--- src/rtl/axis_pkg.sv ---
// Shared AXI-Stream arbitration types and the round-robin pick helper.
package axis_pkg;

  typedef enum logic [0:0] {IDLE = 1'b0, BUSY = 1'b1} arb_state_e;

  localparam int MAX_SRC       = 8;
  localparam int DEF_MAX_BEATS = 16;
  localparam int BEAT_CNT_W    = $clog2(DEF_MAX_BEATS + 1);

  // One-hot winner: first set bit of req searching upward from (last+1) mod n.
  function automatic logic [MAX_SRC-1:0] rr_pick(input logic [MAX_SRC-1:0] req,
                                                 input int unsigned last,
                                                 input int unsigned n);
    logic [MAX_SRC-1:0] win;
    logic               found;
    int unsigned        idx;
    win   = '0;
    found = 1'b0;
    for (int unsigned o = 1; o <= MAX_SRC; o++) begin
      if (n != 0 && o <= n && !found) begin
        idx = (last + o) % n;
        if (req[idx[2:0]]) begin
          win[idx[2:0]] = 1'b1;
          found         = 1'b1;
        end
      end
    end
    return win;
  endfunction

endpackage

--- src/rtl/rr_priority_pick.sv ---
// Combinational round-robin selector: one-hot winner and its index.
module rr_priority_pick
  import axis_pkg::*;
#(
  parameter int NUM_SRC = 4,
  parameter int IDX_W   = $clog2(NUM_SRC)
) (
  input  logic [NUM_SRC-1:0] req_i,
  input  logic [IDX_W-1:0]   last_i,
  output logic [NUM_SRC-1:0] win_o,
  output logic [IDX_W-1:0]   idx_o
);

  logic [MAX_SRC-1:0] req_ext;
  logic [MAX_SRC-1:0] win_ext;

  always_comb begin
    req_ext                = '0;
    req_ext[NUM_SRC-1:0]   = req_i;
    win_ext                = rr_pick(req_ext, 32'(last_i), NUM_SRC);
    win_o                  = win_ext[NUM_SRC-1:0];
    idx_o                  = '0;
    for (int i = 0; i < MAX_SRC; i++)
      if (win_ext[i]) idx_o = IDX_W'(i);
  end

endmodule

--- src/rtl/axis_rr_arbiter.sv ---
// Packet-level round-robin AXI-Stream arbiter; grant held until the accepted
// last beat, with a beat limit that forces tlast on runaway packets.
module axis_rr_arbiter
  import axis_pkg::*;
#(
  parameter  int NUM_SRC   = 4,
  parameter  int DATA_W    = 16,
  parameter  int MAX_BEATS = 16,
  localparam int CNT_W     = $clog2(MAX_BEATS + 1),
  localparam int IDX_W     = $clog2(NUM_SRC)
) (
  input  logic                      clk,
  input  logic                      resetn,
  input  logic [NUM_SRC-1:0]        s_tvalid,
  input  logic [NUM_SRC*DATA_W-1:0] s_tdata,
  input  logic [NUM_SRC-1:0]        s_tlast,
  output logic [NUM_SRC-1:0]        s_tready,
  output logic                      m_tvalid,
  output logic [DATA_W-1:0]         m_tdata,
  output logic                      m_tlast,
  input  logic                      m_tready,
  output logic [NUM_SRC-1:0]        grant,
  output logic [CNT_W-1:0]          beat_cnt,
  output logic                      err_overlong
);

  arb_state_e         state_q, state_d;
  logic [NUM_SRC-1:0] grant_q, grant_d;
  logic [IDX_W-1:0]   last_q, last_d;
  logic [CNT_W-1:0]   cnt_q, cnt_d;
  logic               err_q, err_d;

  logic [NUM_SRC-1:0] pick_win;
  logic [IDX_W-1:0]   pick_idx;
  logic               own_vld, own_last, at_limit, accept;
  logic [DATA_W-1:0]  own_data;

  rr_priority_pick #(.NUM_SRC(NUM_SRC), .IDX_W(IDX_W)) u_pick (
    .req_i  (s_tvalid),
    .last_i (last_q),
    .win_o  (pick_win),
    .idx_o  (pick_idx)
  );

  // Output mux is driven straight from the registered grant; grant is 0 in IDLE.
  always_comb begin
    own_data = '0;
    for (int i = 0; i < NUM_SRC; i++)
      if (grant_q[i]) own_data = own_data | s_tdata[i*DATA_W +: DATA_W];
  end

  assign own_vld  = |(s_tvalid & grant_q);
  assign own_last = |(s_tlast & grant_q);
  assign at_limit = (cnt_q == CNT_W'(MAX_BEATS - 1));

  assign m_tvalid = (state_q == BUSY) & own_vld;
  assign m_tdata  = own_data;
  assign m_tlast  = (state_q == BUSY) & (own_last | at_limit);
  assign s_tready = grant_q & {NUM_SRC{m_tready}};
  assign accept   = m_tvalid & m_tready;

  always_comb begin
    state_d = state_q;
    grant_d = grant_q;
    last_d  = last_q;
    cnt_d   = cnt_q;
    err_d   = 1'b0;
    case (state_q)
      IDLE: begin
        if (|s_tvalid) begin
          grant_d = pick_win;
          last_d  = pick_idx;
          state_d = BUSY;
        end
      end
      BUSY: begin
        if (accept) begin
          if (m_tlast) begin
            err_d   = at_limit & ~own_last;
            cnt_d   = '0;
            grant_d = '0;
            state_d = IDLE;
          end else begin
            cnt_d = cnt_q + 1'b1;
          end
        end
      end
      default: begin
        state_d = IDLE;
        grant_d = '0;
        cnt_d   = '0;
      end
    endcase
  end

  always_ff @(posedge clk or negedge resetn) begin
    if (!resetn) begin
      state_q <= IDLE;
      grant_q <= '0;
      last_q  <= IDX_W'(NUM_SRC - 1);
      cnt_q   <= '0;
      err_q   <= 1'b0;
    end else begin
      state_q <= state_d;
      grant_q <= grant_d;
      last_q  <= last_d;
      cnt_q   <= cnt_d;
      err_q   <= err_d;
    end
  end

  assign grant        = grant_q;
  assign beat_cnt     = cnt_q;
  assign err_overlong = err_q;

endmodule

--- config.mk ---
export PLATFORM = sky130hd
export DESIGN_NAME = axis_rr_arbiter
export DESIGN_NICKNAME = d
export VERILOG_FILES = /design/src/rtl/axis_pkg.sv /design/src/rtl/rr_priority_pick.sv /design/src/rtl/axis_rr_arbiter.sv
export SDC_FILE = /design/constraint.sdc
export NUM_CORES = 1
export LEC_CHECK = 0
export CAP_MARGIN = 20
export CELL_PAD_IN_SITES_DETAIL_PLACEMENT = 1
export CELL_PAD_IN_SITES_GLOBAL_PLACEMENT = 2
export CORE_UTILIZATION = 19
export DETAILED_ROUTE_END_ITERATION = 8
export PLACE_DENSITY_LB_ADDON = 0.3
export SLEW_MARGIN = 20
export SYNTH_ARGS = -nofsm -noshare
export SYNTH_HDL_FRONTEND = slang
export SYNTH_HIERARCHICAL = 1
export SYNTH_SLANG_ARGS = --single-unit
--- constraint.sdc ---
create_clock -name clk -period 4.5 [get_ports clk]
set_clock_uncertainty 0.05 [all_clocks]
set_input_delay 0.45 -clock clk [delete_from_list [all_inputs] [get_ports clk]]
set_output_delay 0.45 -clock clk [all_outputs]
set_load 0.03 [all_outputs]
# Word-level counts from Yosys, hierarchy flattened
# Cells that the tools add are included.
# Widths: inputs -> output; s select.
# classes
n_addsub,5
magnitude_cmp,8
muxes,51
n_eq_ne,4
n_bitwise,16
reduce_logical,10
# op_table
cell,n
$mux 16,4
$mux 8,6
$or 16x16->16,3
$or 8x4->8,3
$mux 1,20
$lt 2x4->1 const B,4
$mux 4,4
$and 4x4->4,3
$mux 2,6
$reduce_or 4->1,3
$bmux 1 s2,4
$demux 1 s2,4
$ge 2x1->1 const B,4
$pmux 4 s2,1
$add 5x1->5 const B,1
$eq 5x4->1 const B,1
$mux 5,1
$add 2x1->2 const B,2
$add 2x2->2 const B,2
$and 1x1->1,4
$logic_and 1x1->1,4
$ne 2x2->1 const B,2
$reduce_and 2->1,2
$reduce_and 3->1,1
other kinds (4),5
# totals
reg_bits,13
out_inout_bits,32
in_bits,75
wordCells,99

# Depth between registers and ports, before layout
# depth
ltp_word,22
ltp_mapped,10
depth_no_buf,9

# Modules after synthesis
# The synthesis kept the hierarchy.
# modules_own_cells
module,n_inst,area_per_inst_um2,cells_per_inst,seq_area_each_um2
axis_rr_arbiter,1,1047.3,121,327.8
rr_priority_pick,1,362.8,36,0.0

# Least setup slack after synthesis
# No wires, ideal clock.
# synth_timing
kind,register -> register
startpoint,reg last_q[0]
endpoint,reg last_q[1]
arrival_time_ps,2411
setup_time_ps,85
slack_ps,1954
path_stages_with_launch,10
required_ps,4365
path_buffers,1
synth_period_minus_slack_ps,2546
cell_sequence,dfstp_2 buf_6 inv_1 ha_1 mux4_2 nand2_1 o21ai_0 a221o_2 or2_1 mux2_1
# synth_between
elab_chain_cells,21
elab_cells_between_ends,53
cone_classes,add/sub (4); order compare (8); mux (34); bitwise (3); reduce/logical (4)
# synth_rtl
item,line_no,source
"start, declared",axis_rr_arbiter.sv:29,"logic [IDX_W-1:0] last_q, last_d;"
"start signal, assigned",axis_rr_arbiter.sv:100,last_q <= IDX_W'(NUM_SRC - 1);
"start signal, assigned",axis_rr_arbiter.sv:106,last_q <= last_d;
$add 2x1->2,axis_pkg.sv:21,idx = (last + o) % n;
$lt 2x4->1 (implied by the code) or $ge 2x1->1 (tied branches),axis_pkg.sv:23,win[idx[2:0]] = 1'b1;
$logic_and 1x1->1 (implied by the code),axis_pkg.sv:23,
$mux 1 (implied by the code),axis_pkg.sv:23,
$demux 1 s2,n/a,
$mux 4,axis_pkg.sv:22,if (req[idx[2:0]]) begin
$or 8x4->8 (no source line),n/a,
$mux 8,axis_pkg.sv:22,
[2 not listed],n/a,
$mux 8,axis_pkg.sv:22,
$mux 8,axis_pkg.sv:20,if (n != 0 && o <= n && !found) begin
$or 8x4->8 (no source line),n/a,
$mux 8,axis_pkg.sv:22,
$mux 8 (*),axis_pkg.sv:20,
via pick_win[2],axis_rr_arbiter.sv:33,logic [NUM_SRC-1:0] pick_win;
$mux 2 (*) (6 in series),rr_priority_pick.sv:24,if (win_ext[i]) idx_o = IDX_W'(i);
via pick_idx[1],axis_rr_arbiter.sv:34,logic [IDX_W-1:0] pick_idx;
# The timed path passes the listed nets; every way through them passes the cells marked *. The select of a mux whose other input is x is not followed.
# A chain may end at the register's enable or synchronous reset.

# Final worst setup path
# layout_timing
startpoint,"reg cnt_q[0], in the netlist beat_cnt[0]"
endpoint,out m_tlast
# layout_between
elab_chain_cells,3
# layout_rtl
item,line_no,source
"start, declared",axis_rr_arbiter.sv:30,"logic [CNT_W-1:0] cnt_q, cnt_d;"
"start signal, assigned",axis_rr_arbiter.sv:107,cnt_q <= cnt_d;
$eq 5x4->1,axis_rr_arbiter.sv:54,assign at_limit = (cnt_q == CNT_W'(MAX_BEATS - 1));
$or 1x1->1,axis_rr_arbiter.sv:58,assign m_tlast = (state_q == BUSY) & (own_last | at_limit);
$and 1x1->1,axis_rr_arbiter.sv:58,
"end, declared",axis_rr_arbiter.sv:20,"output logic m_tlast,"
# Every way passes these cells.

==> impl_metrics.env <==
export IMPL_grtUsageMet2_pct=22.13
export IMPL_place_ws_ns=1.670
export IMPL_cp_arrival_ns=2.38
export IMPL_dr_pass1_iters=6
export IMPL_seq_area_sq_um=327.8
export IMPL_cts_resized_gates=0
export IMPL_finalCritPeriodShare_pct=64.09
export IMPL_ys_async_sr_fraction_pct=100.0
export IMPL_via_count=1667
export IMPL_r2r_start="last_q[0]"
export IMPL_die_h_um=88.15
export IMPL_cts_tree="yes"
export IMPL_clockRootBuffer="clkbuf_8"
export IMPL_multi_input_area_sq_mm=0.001003
export IMPL_diodes=0
export IMPL_grt_pass1_wl_mm=8.500
export IMPL_ant_nets=0
export IMPL_synth_compound_gate_area_share_pct=33.90
export IMPL_yosysWarnings=6
export IMPL_grt_busiest_layer="met2"
export IMPL_cap_violations=0
export IMPL_place_congestion=0.7125
export IMPL_die_area_sq_mm=0.007770
export IMPL_setup_viol=0
export IMPL_worstSetupStartpoint="beat_cnt[0]"
export IMPL_insertion_delay_ns=0.25
export IMPL_synthToLayoutAreaGrowth_pct=83.32
export IMPL_yosys_area_share_simple_pct=19.88
export IMPL_r2r_slack_ns=1.69
export IMPL_ys_types=42
export IMPL_grt_start_max_net_pins=22
export IMPL_synthXorXnorAreaFrac_pct=0
export IMPL_routedWlPerCell_um=16.46
export IMPL_synth_mux_area_fraction_pct=8.518
export IMPL_drc_errors=0
export IMPL_drt_iter0_drc=76
export IMPL_start_kind="flip-flop"
export IMPL_grt_overflow_total=0
export IMPL_die_x_um=88.15
export IMPL_rows=31
export IMPL_fin_nets=343
export IMPL_total_power_mw=1.525
export IMPL_min_path_type="flip-flop to flip-flop"
export IMPL_setup_tns_ns=0
export IMPL_cts_max_path_buffers=2
export IMPL_synth_enable_flop_cells=0
export IMPL_min_from="beat_cnt[1]"
export IMPL_grt_pass1_vias=1555
export IMPL_p_leak_nw=1.012
export IMPL_grt_use_met3_pct=3.299
export IMPL_yosysSeqAreaShare_pct=23.25
export IMPL_finalHoldViolations=0
export IMPL_syn_nets=242
export IMPL_cts_buffers=3
export IMPL_met1_usage_pct=19.97
export IMPL_tightest_slew_ns=1.003
export IMPL_drive_gt1_share_pct=8.171
export IMPL_rsz0062_at_grt="false"
export IMPL_mappedNetlistArea_sq_mm=0.001410
export IMPL_antenna_found_initial=0
export IMPL_yosys_area_share_adder_pct=8.873
export IMPL_portBuffers=106
export IMPL_fmax_ghz=0.3467
export IMPL_syn_area_per_cell_sq_um=8.982
export IMPL_p_per_area_mw_per_mm2=590.1
export IMPL_slew_limit_headroom_pct=32.40
export IMPL_critical_path_class="flip-flop to output port"
export IMPL_h_tree_depth=1
export IMPL_hold_buffers=0
export IMPL_worst_slack_ns=1.616
export IMPL_cp_max_fo=5
export IMPL_fillers=873
export IMPL_drt_total_wl_mm=5.861
export IMPL_path_clk_slew_ns=0.06
export IMPL_start_util_pct=19.55
export IMPL_drv_slew=0
export IMPL_syn_inst=157
export IMPL_synth_top_family_by_area="compound AO/OA/AOI/OAI gates"
export IMPL_end_kind="output port"
export IMPL_viasPerCell=4.683
export IMPL_grt_usage_pct=14.09
export IMPL_cts_setup_buffers=0
export IMPL_ys_seq_elements=13
export IMPL_ys_flop_type="dfrtp_1"
export IMPL_vdd_ir_drop_max_mv=0.2434
export IMPL_design_core_area_sq_mm=0.007214
export IMPL_num_io_pins=107
export IMPL_run_status="finished, final reports clean"
export IMPL_hpwl_mm=4.445
export IMPL_period_needed_ns=2.884
export IMPL_clock_sinks=13
export IMPL_required_ns=4.00
[critical path, stage by stage, from the launching register on]
cell and delay [ns]:
dfrtp_1 0.42, ha_1 0.26, and3_1 0.19, ha_1 0.21, nor3_2 0.37, nor2_1 0.09, clkdlybuf4s50_1 0.60
[Yosys cell counts (all sizes together), types with 2 or more instances]
| cell type | count | share of area, % |
|---|---|---|
| nor2 | 2 | 0.53 |
| dfstp | 2 | 3.7 |
| ha | 10 | 8.9 |
| inv | 5 | 1.3 |
| buf | 7 | 3.2 |
| and2 | 4 | 1.8 |
| and3 | 2 | 0.89 |
| nand3 | 2 | 0.71 |
| mux2 | 2 | 1.6 |
| o21ai | 7 | 2.8 |
| a22oi | 34 | 19 |
| dfrtp | 11 | 20 |
| nor3b | 5 | 3.0 |
| a21oi | 3 | 1.9 |
| a221o | 3 | 2.4 |
| clkbuf | 3 | 0.80 |
| o22ai | 2 | 0.89 |
| a31o | 4 | 2.5 |
| mux4 | 4 | 6.9 |
| nand2 | 31 | 8.4 |
| nand2b | 2 | 0.89 |
| a22o | 2 | 1.2 |
[metal layers]
layer | wire, um | vias up | share of wire (%)
met5 | 0 | - | 0
met4 | 22 | 0 | 0.38
met3 | 518 | 4 | 8.8
met2 | 2632 | 61 | 45
met1 | 2688 | 801 | 46
li1 | - | 801 | -
[cell families after synthesis]
family          after synthesis
compound gates               60
mux                           6
flops                        13
fa+ha+maj                    10
buf+inv                      16
simple gates                 52
[where the power goes]
part	internal (mW)	switching (mW)	leakage [nW]
Clock	0.0612	0.0449	0.0255
Combinational	0.519	0.608	0.825
Sequential	0.163	0.129	0.162
Total	0.743	0.782	1.01
[stage by stage]
stage	area, sq um	hold WS (ns)	instances	util (%)
global route	2585	0.5303	356	35.83
detailed placement	2539	0.4892	352	35.19
CTS	2585	0.5036	356	35.83
floorplan	1410	0.1044	157	-
global placement	2539	0.4726	352	35.19
finish	2585	0.4920	356	35.83
[cell type report]
class	instances	area share (%)
repair buffers	106	41.05
multi-input cells	128	38.82
flip-flops and latches	13	12.68
well taps	99	4.792
clock buffers	3	1.597
inverters	6	0.8712
clock inverters	1	0.1936
[flip-flops by register name, summed over array words and instances, names as in the netlist]
name	flops
grant	4
last_q	2
err_overlong	1
beat_cnt	5
state_q	1
[placed cells by master, fill, tap and decap left out, drive strengths merged]
| master | n |
|---|---|
| a21o | 1 |
| a21oi | 3 |
| a221o | 3 |
| a221oi | 1 |
| a22o | 2 |
| a22oi | 34 |
| a31o | 4 |
| and2 | 4 |
| and3 | 2 |
| clkbuf | 3 |
| clkdlybuf4s50 | 106 |
| clkinv | 2 |
| dfrtp | 11 |
| dfstp | 2 |
| ha | 10 |
| inv | 5 |
| mux2 | 2 |
| mux4 | 4 |
| nand2 | 31 |
| nand2b | 2 |
| nand3 | 2 |
| nor2 | 2 |
| nor3 | 1 |
| nor3b | 5 |
| nor4b | 1 |
| o21ai | 7 |
| o21bai | 1 |
| o22ai | 2 |
| o2bb2ai | 1 |
| o41ai | 1 |
| or2 | 1 |
| or3 | 1 |
[final timing paths]
check | to | depth (start not counted)
worst max-delay path | m_tlast | 6
worst min-delay path | beat_cnt[1] | 2
worst max register to register | last_q[1] | 8
worst min register to register | beat_cnt[1] | 2
max in group asynchronous | beat_cnt[2] | 1
min in group asynchronous | beat_cnt[1] | 1
No activity file was read; power rests on OpenSTA's default activity.
